<file path="config.mk">
export PLATFORM = sky130hd
export DESIGN_NAME = spad_wr_buf
export DESIGN_NICKNAME = d
export VERILOG_FILES = /design/src/rtl/spad_wr_buf.sv
export SDC_FILE = /design/constraint.sdc
export NUM_CORES = 1
export LEC_CHECK = 0
export CORE_UTILIZATION = 48
export CTS_CLUSTER_DIAMETER = 80
export DETAILED_ROUTE_END_ITERATION = 12
export GPL_ROUTABILITY_DRIVEN = 0
export PLACE_DENSITY = 0.83
export SLEW_MARGIN = 20
export SYNTH_ARGS = -nofsm -noshare
export SYNTH_HDL_FRONTEND = slang
export SYNTH_SLANG_ARGS = --single-unit
</file>
<file path="constraint.sdc">
create_clock -name clk -period 2.8 [get_ports clk]
set_clock_uncertainty 0.05 [all_clocks]
set_input_delay 0.28 -clock clk [delete_from_list [all_inputs] [get_ports clk]]
set_output_delay 0.28 -clock clk [all_outputs]
set_load 0.01 [all_outputs]
</file>
<file path="src/rtl/spad_wr_buf.sv">
// Write-side controller for the 16 x 32 M scratchpad array.
// Owns the shared address port. A one-entry write buffer lets reads take the port first.
// Reads of a buffered register return the buffered bytes merged over the array data.
module spad_wr_buf (
    input  logic        clk,
    input  logic        rst_l,
    input  logic        wr_req_h,
    input  logic [3:0]  wr_addr_h,
    input  logic [1:0]  wr_len_h,
    input  logic [31:0] wr_data_h,
    input  logic        rd_en_h,
    input  logic [3:0]  rd_addr_h,
    input  logic [31:0] mbus_l,
    output logic [3:0]  mspa_h,
    output logic [3:0]  spw_l,
    output logic [31:0] wbus_h,
    output logic        mcs_tmp_l,
    output logic [31:0] rd_data_h,
    output logic        stall_h
);

    logic        buf_v;
    logic [3:0]  buf_addr;
    logic [31:0] buf_data;
    logic [3:0]  buf_mask;

    // Last driven port values, so an idle port keeps address and data stable.
    logic [3:0]  mspa_q;
    logic [31:0] wbus_q;

    logic [3:0]  wmask;
    logic [31:0] merged_data;
    logic        req_ok;
    logic        retire;
    logic        hit_wr;
    logic        hit_rd;
    logic        coalesce;
    logic        load;

    // Length decode; the no-op length yields an empty mask.
    always_comb begin
        wmask = 4'b0000;
        case (wr_len_h)
            2'b00:   wmask = 4'b0001;
            2'b01:   wmask = 4'b0011;
            2'b10:   wmask = 4'b1111;
            default: wmask = 4'b0000;
        endcase
    end

    assign req_ok   = wr_req_h & (wr_len_h != 2'b11);
    assign retire   = buf_v & ~rd_en_h;
    assign hit_wr   = (wr_addr_h == buf_addr);
    assign hit_rd   = buf_v & (rd_addr_h == buf_addr);
    assign coalesce = req_ok & buf_v & rd_en_h & hit_wr;
    // Held buffer for a different register cannot absorb the write.
    assign stall_h  = req_ok & buf_v & rd_en_h & ~hit_wr;
    // A retiring entry frees the buffer in the same cycle it drains.
    assign load     = req_ok & (~buf_v | retire);

    // Byte-lane merge of a new write into the held entry.
    always_comb begin
        merged_data = buf_data;
        for (int i = 0; i < 4; i++) begin
            if (wmask[i]) begin
                merged_data[8*i +: 8] = wr_data_h[8*i +: 8];
            end
        end
    end

    // Write buffer: load, coalesce or drain.
    always_ff @(posedge clk or negedge rst_l) begin
        if (!rst_l) begin
            buf_v    <= 1'b0;
            buf_addr <= 4'd0;
            buf_data <= 32'd0;
            buf_mask <= 4'd0;
        end else if (load) begin
            buf_v    <= 1'b1;
            buf_addr <= wr_addr_h;
            buf_data <= wr_data_h;
            buf_mask <= wmask;
        end else if (coalesce) begin
            buf_data <= merged_data;
            buf_mask <= buf_mask | wmask;
        end else if (retire) begin
            buf_v    <= 1'b0;
        end
    end

    // Port arbitration: read first, then buffered write, otherwise hold the port.
    always_comb begin
        mspa_h    = mspa_q;
        wbus_h    = wbus_q;
        spw_l     = 4'b1111;
        mcs_tmp_l = 1'b1;
        if (!rst_l) begin
            mspa_h = 4'd0;
            wbus_h = 32'd0;
        end else if (rd_en_h) begin
            mspa_h    = rd_addr_h;
            mcs_tmp_l = 1'b0;
        end else if (buf_v) begin
            mspa_h = buf_addr;
            spw_l  = ~buf_mask;
            wbus_h = buf_data;
        end
    end

    // Remember the last port address and data for idle cycles.
    always_ff @(posedge clk or negedge rst_l) begin
        if (!rst_l) begin
            mspa_q <= 4'd0;
            wbus_q <= 32'd0;
        end else begin
            mspa_q <= mspa_h;
            wbus_q <= wbus_h;
        end
    end

    // Zero-latency read with buffered lanes overriding array data.
    always_comb begin
        rd_data_h = 32'd0;
        if (rst_l && rd_en_h) begin
            for (int i = 0; i < 4; i++) begin
                if (hit_rd && buf_mask[i]) begin
                    rd_data_h[8*i +: 8] = buf_data[8*i +: 8];
                end else begin
                    rd_data_h[8*i +: 8] = ~mbus_l[8*i +: 8];
                end
            end
        end
    end

endmodule

</file>
==> run metrics <==
outcome=completed; CP Cell Sequence=clkdlybuf4s50_1 -> nand2b_1 -> buf_12 -> nand2_1 -> a21boi_0 -> clkdlybuf4s50_1; Crit-path slowest cell=clkdlybuf4s50_1; TritonCTS sink count=77; Max Cap Violations=0; number of nets still failing antenna checks after routing=0; number of global-route vias before repair=3807; Peak VDD IR=0.000279 V; leakage=2.80 nW; largest net degree at the start of global routing=45; CTS tree=built; Pwr Density=507 nW/um^2; initial antenna violation count=0; post-synthesis simple-gate area fraction=20.6%; Initial DRC Count=142; P_sw=0.000875 W; Crit path required time=2.47 ns; DP Cell Count=655; final worst slack=0.149 ns; fraction of synthesized area in multiplexers=3.28%; Fmax achieved=377 MHz; Worst setup SP type=input port; core area=7850 um^2; Num CTS Buffers=9; Longest Clk Path Bufs=2; CP Max Fanout=32; utilization of the core after routing=76.5%; total power=0.00304 W; Clock power frac=29.2%; syn_area_per_cell=9.87 um^2; switch share=28.7%; Fin. Hold Viols=0; nets=647; Max-slew headroom=58.1%; Seq/Total Area, Yosys=48.6%; placed cell area=5740 um^2; register area=1930 um^2; period utilization=94.7%; Netlist Area Pre-Place=3970 um^2; slew at the pin with the worst max-slew slack=0.625 ns; count of state elements after synthesis=77; critical path arrival=2.32 ns; complex-gate fraction of the synthesized area=21.3%; Syn Inst Count=402; post-synthesis net count=483; logic gate share of total power=25.1%; Synth cell types=35; Post-Synth Adder-Cell Area=0.946%; pre-CTS WS=-0.0998 ns; Worst path max stage delay=0.65 ns; dpl hpwl=8650 um; Internal Pwr Total=0.00217 W; CP Class=input port to primary output; IO Pins=152; Via density=5.58; first-pass GRT wire length=18900 um; Die Footprint=8630 um^2; total gr overflow=0; antenna cells=0; primary flip-flop cell chosen by synthesis mapping=dfrtp_1; Slew Viols, Final=0; H-Tree Depth=3; RSZ-0062 raised after global routing=no; drt pass-1 iters=4; worst skew pair latency=0.34 ns; Hold Path Class=input port to async pin; Synth Warn #=0; Root Buffer=clkbuf_8; area grow syn2layout=51.3%; multi-input logic area=1930 um^2; WL/cell=17.6 um; number of core rows=32; layout cell share with drive strength beyond 1=13.9%; number of enable flip-flop cells after synthesis=0; drt drc=0; Worst path most repeated cell=clkdlybuf4s50_1; Final min period=2.65 ns; die width=92.9 um; main combinational cell family by area after synthesis=compound AO/OA/AOI/OAI gates; Setup crit end kind=primary output; DIE HEIGHT=92.9 um; async set-reset flop share out of synthesis=100%; Final setup viols=0; clk slew on worst S/H paths=0.08 ns; DRT Wirelength=11800 um; via count=3752; port bufs=151; Initial Util=50.6%; Final Instance Area=6000 um^2; # fillers=578; Non-Filler Instances=672; all-layer global routing usage=28.5%; xor/xnor share of the synthesized area=1.96%; Sequential Power Share=45.7%
-- repair_timing --
| action | 4_1_cts | 5_1_grt |
|---|---|---|
| endpoints found under the setup margin | 43 | 35 |
| gates resized for setup | 24 | 17 |
| hold buffers | 2 | 0 |
| hold endpoints to repair | 13 | 0 |
| gates cloned | 0 | 0 |
| setup buffers | 0 | 0 |
-- cells by family after synthesis --
group	count (synthesis)
adders and majority gates	3
AOI/OAI and AO/OA	104
buffers and inverters	31
muxes	12
DFF	77
xor gates and xnor gates	8
and+or+nand+nor	167
-- per-stage QoR --
step | TNS, ns | hold WS [ns]
after floorplan | 0 | -0.0656
after global placement | 0 | 0.128
after detailed placement | -1.01 | 0.133
after CTS | 0 | 0.449
after global routing | 0 | 0.472
final | 0 | 0.459
-- cells in the mapped netlist, types with 3 or more instances --
library cell  count  share of area, %
nand2_1          86               8.1
dfrtp_1          77                49
nor3_1           33               4.2
a211oi_1         32               6.1
a21boi_0         32               6.1
clkbuf_1         24               2.3
and3_1           19               3.0
a221o_1          18               4.5
mux2_2            8               2.3
a221o_2           6               1.7
and2_1            5              0.79
and3_2            5              0.95
nand3_1           5              0.63
buf_2             4              0.50
mux2i_1           4               1.0
nand3_2           4               1.0
o21ai_0           4              0.50
or2_0             4              0.63
xor2_1            4              0.88
a21oi_1           3              0.38
ha_1              3              0.95
xnor2_1           3              0.66
-- power by group through the flow --
stage / combinational (W) / sequential (W) / clock [W]
detailed placement: 0.000765 / 0.00141 / 0
CTS: 0.000769 / 0.00139 / 0.000903
global placement: 0.000739 / 0.00140 / 0
global route: 0.000831 / 0.00141 / 0.000943
floorplan: 0.000381 / 0.00136 / 0
finish: 0.000764 / 0.00139 / 0.000890
-- flip-flops by register name, summed over array words and instances (netlist names) --
name and flops:
buf_addr 4, buf_data 32, buf_mask 4, buf_v 1, mspa_q 4, wbus_q 32
-- critical path, delay by kind of cell --
kind / cells / cell delay, ns
and+or+nand+nor: 2 / 0.28
buffers and inverters: 3 / 1.45
AOI/OAI and AO/OA: 1 / 0.30
-- layout by cell type (no fill, tap or decap), types with 3 or more instances in the layout --
cell             synthesis  routed
a211oi_1                32      31
a21boi_0                32      32
a221o_1                 18      18
a221o_2                  6       6
and2_1                   5       5
and3_1                  19      19
and3_2                   5       5
buf_12                   0       3
buf_4                    0      28
clkbuf_8                 0       9
clkdlybuf4s50_1          0     118
dfrtp_1                 77      76
dlygate4sd2_1            0      16
dlymetal6s2s_1           0      16
ha_1                     3       3
mux2_2                   8       8
mux2i_1                  4       4
nand2_1                 86      86
nand3_1                  5       5
nand3_2                  4       4
nor3_1                  33      33
o21ai_0                  4       4
or2_4                    0       3
xnor2_1                  3       3
xor2_1                   4       4
-- routing by layer --
layer  part of all wire [%]  vias to the layer above  GRT usage (%)
met3                    4.0                       18           3.04
met1                     43                     1819           36.8
met2                     51                      123           48.8
li1                       -                     1792              -
met4                    2.2                        0           11.4
met5                      0                        -              0
-- final cells by class --
class	instances	share of cell area (%)
multi-input cells	294	32.1
inverters	1	0.0625
flip-flops and latches	77	32.1
repair buffers	183	30.2
clock inverters	4	1.23
clock buffers	11	2.19
well taps	102	2.13
-- final timing paths --
path	startpoint	end	slack, ns	cells past startpoint
max	rd_en_h	wbus_h[0]	0.15	6
min	rst_l	buf_addr[3]$_DFFE_PN0P_	0.46	3
max reg2reg	buf_addr[3]$_DFFE_PN0P_	buf_data[0]$_DFFE_PN0P_	0.59	4
min reg2reg	wbus_q[27]$_DFF_PN0_	wbus_q[27]$_DFF_PN0_	0.49	2
max in group asynchronous	rst_l	wbus_q[31]$_DFF_PN0_	1.20	3
min in group clk	wr_addr_h[3]	buf_addr[3]$_DFFE_PN0P_	0.48	3
Note: power is estimated with default switching activity, not from simulation.
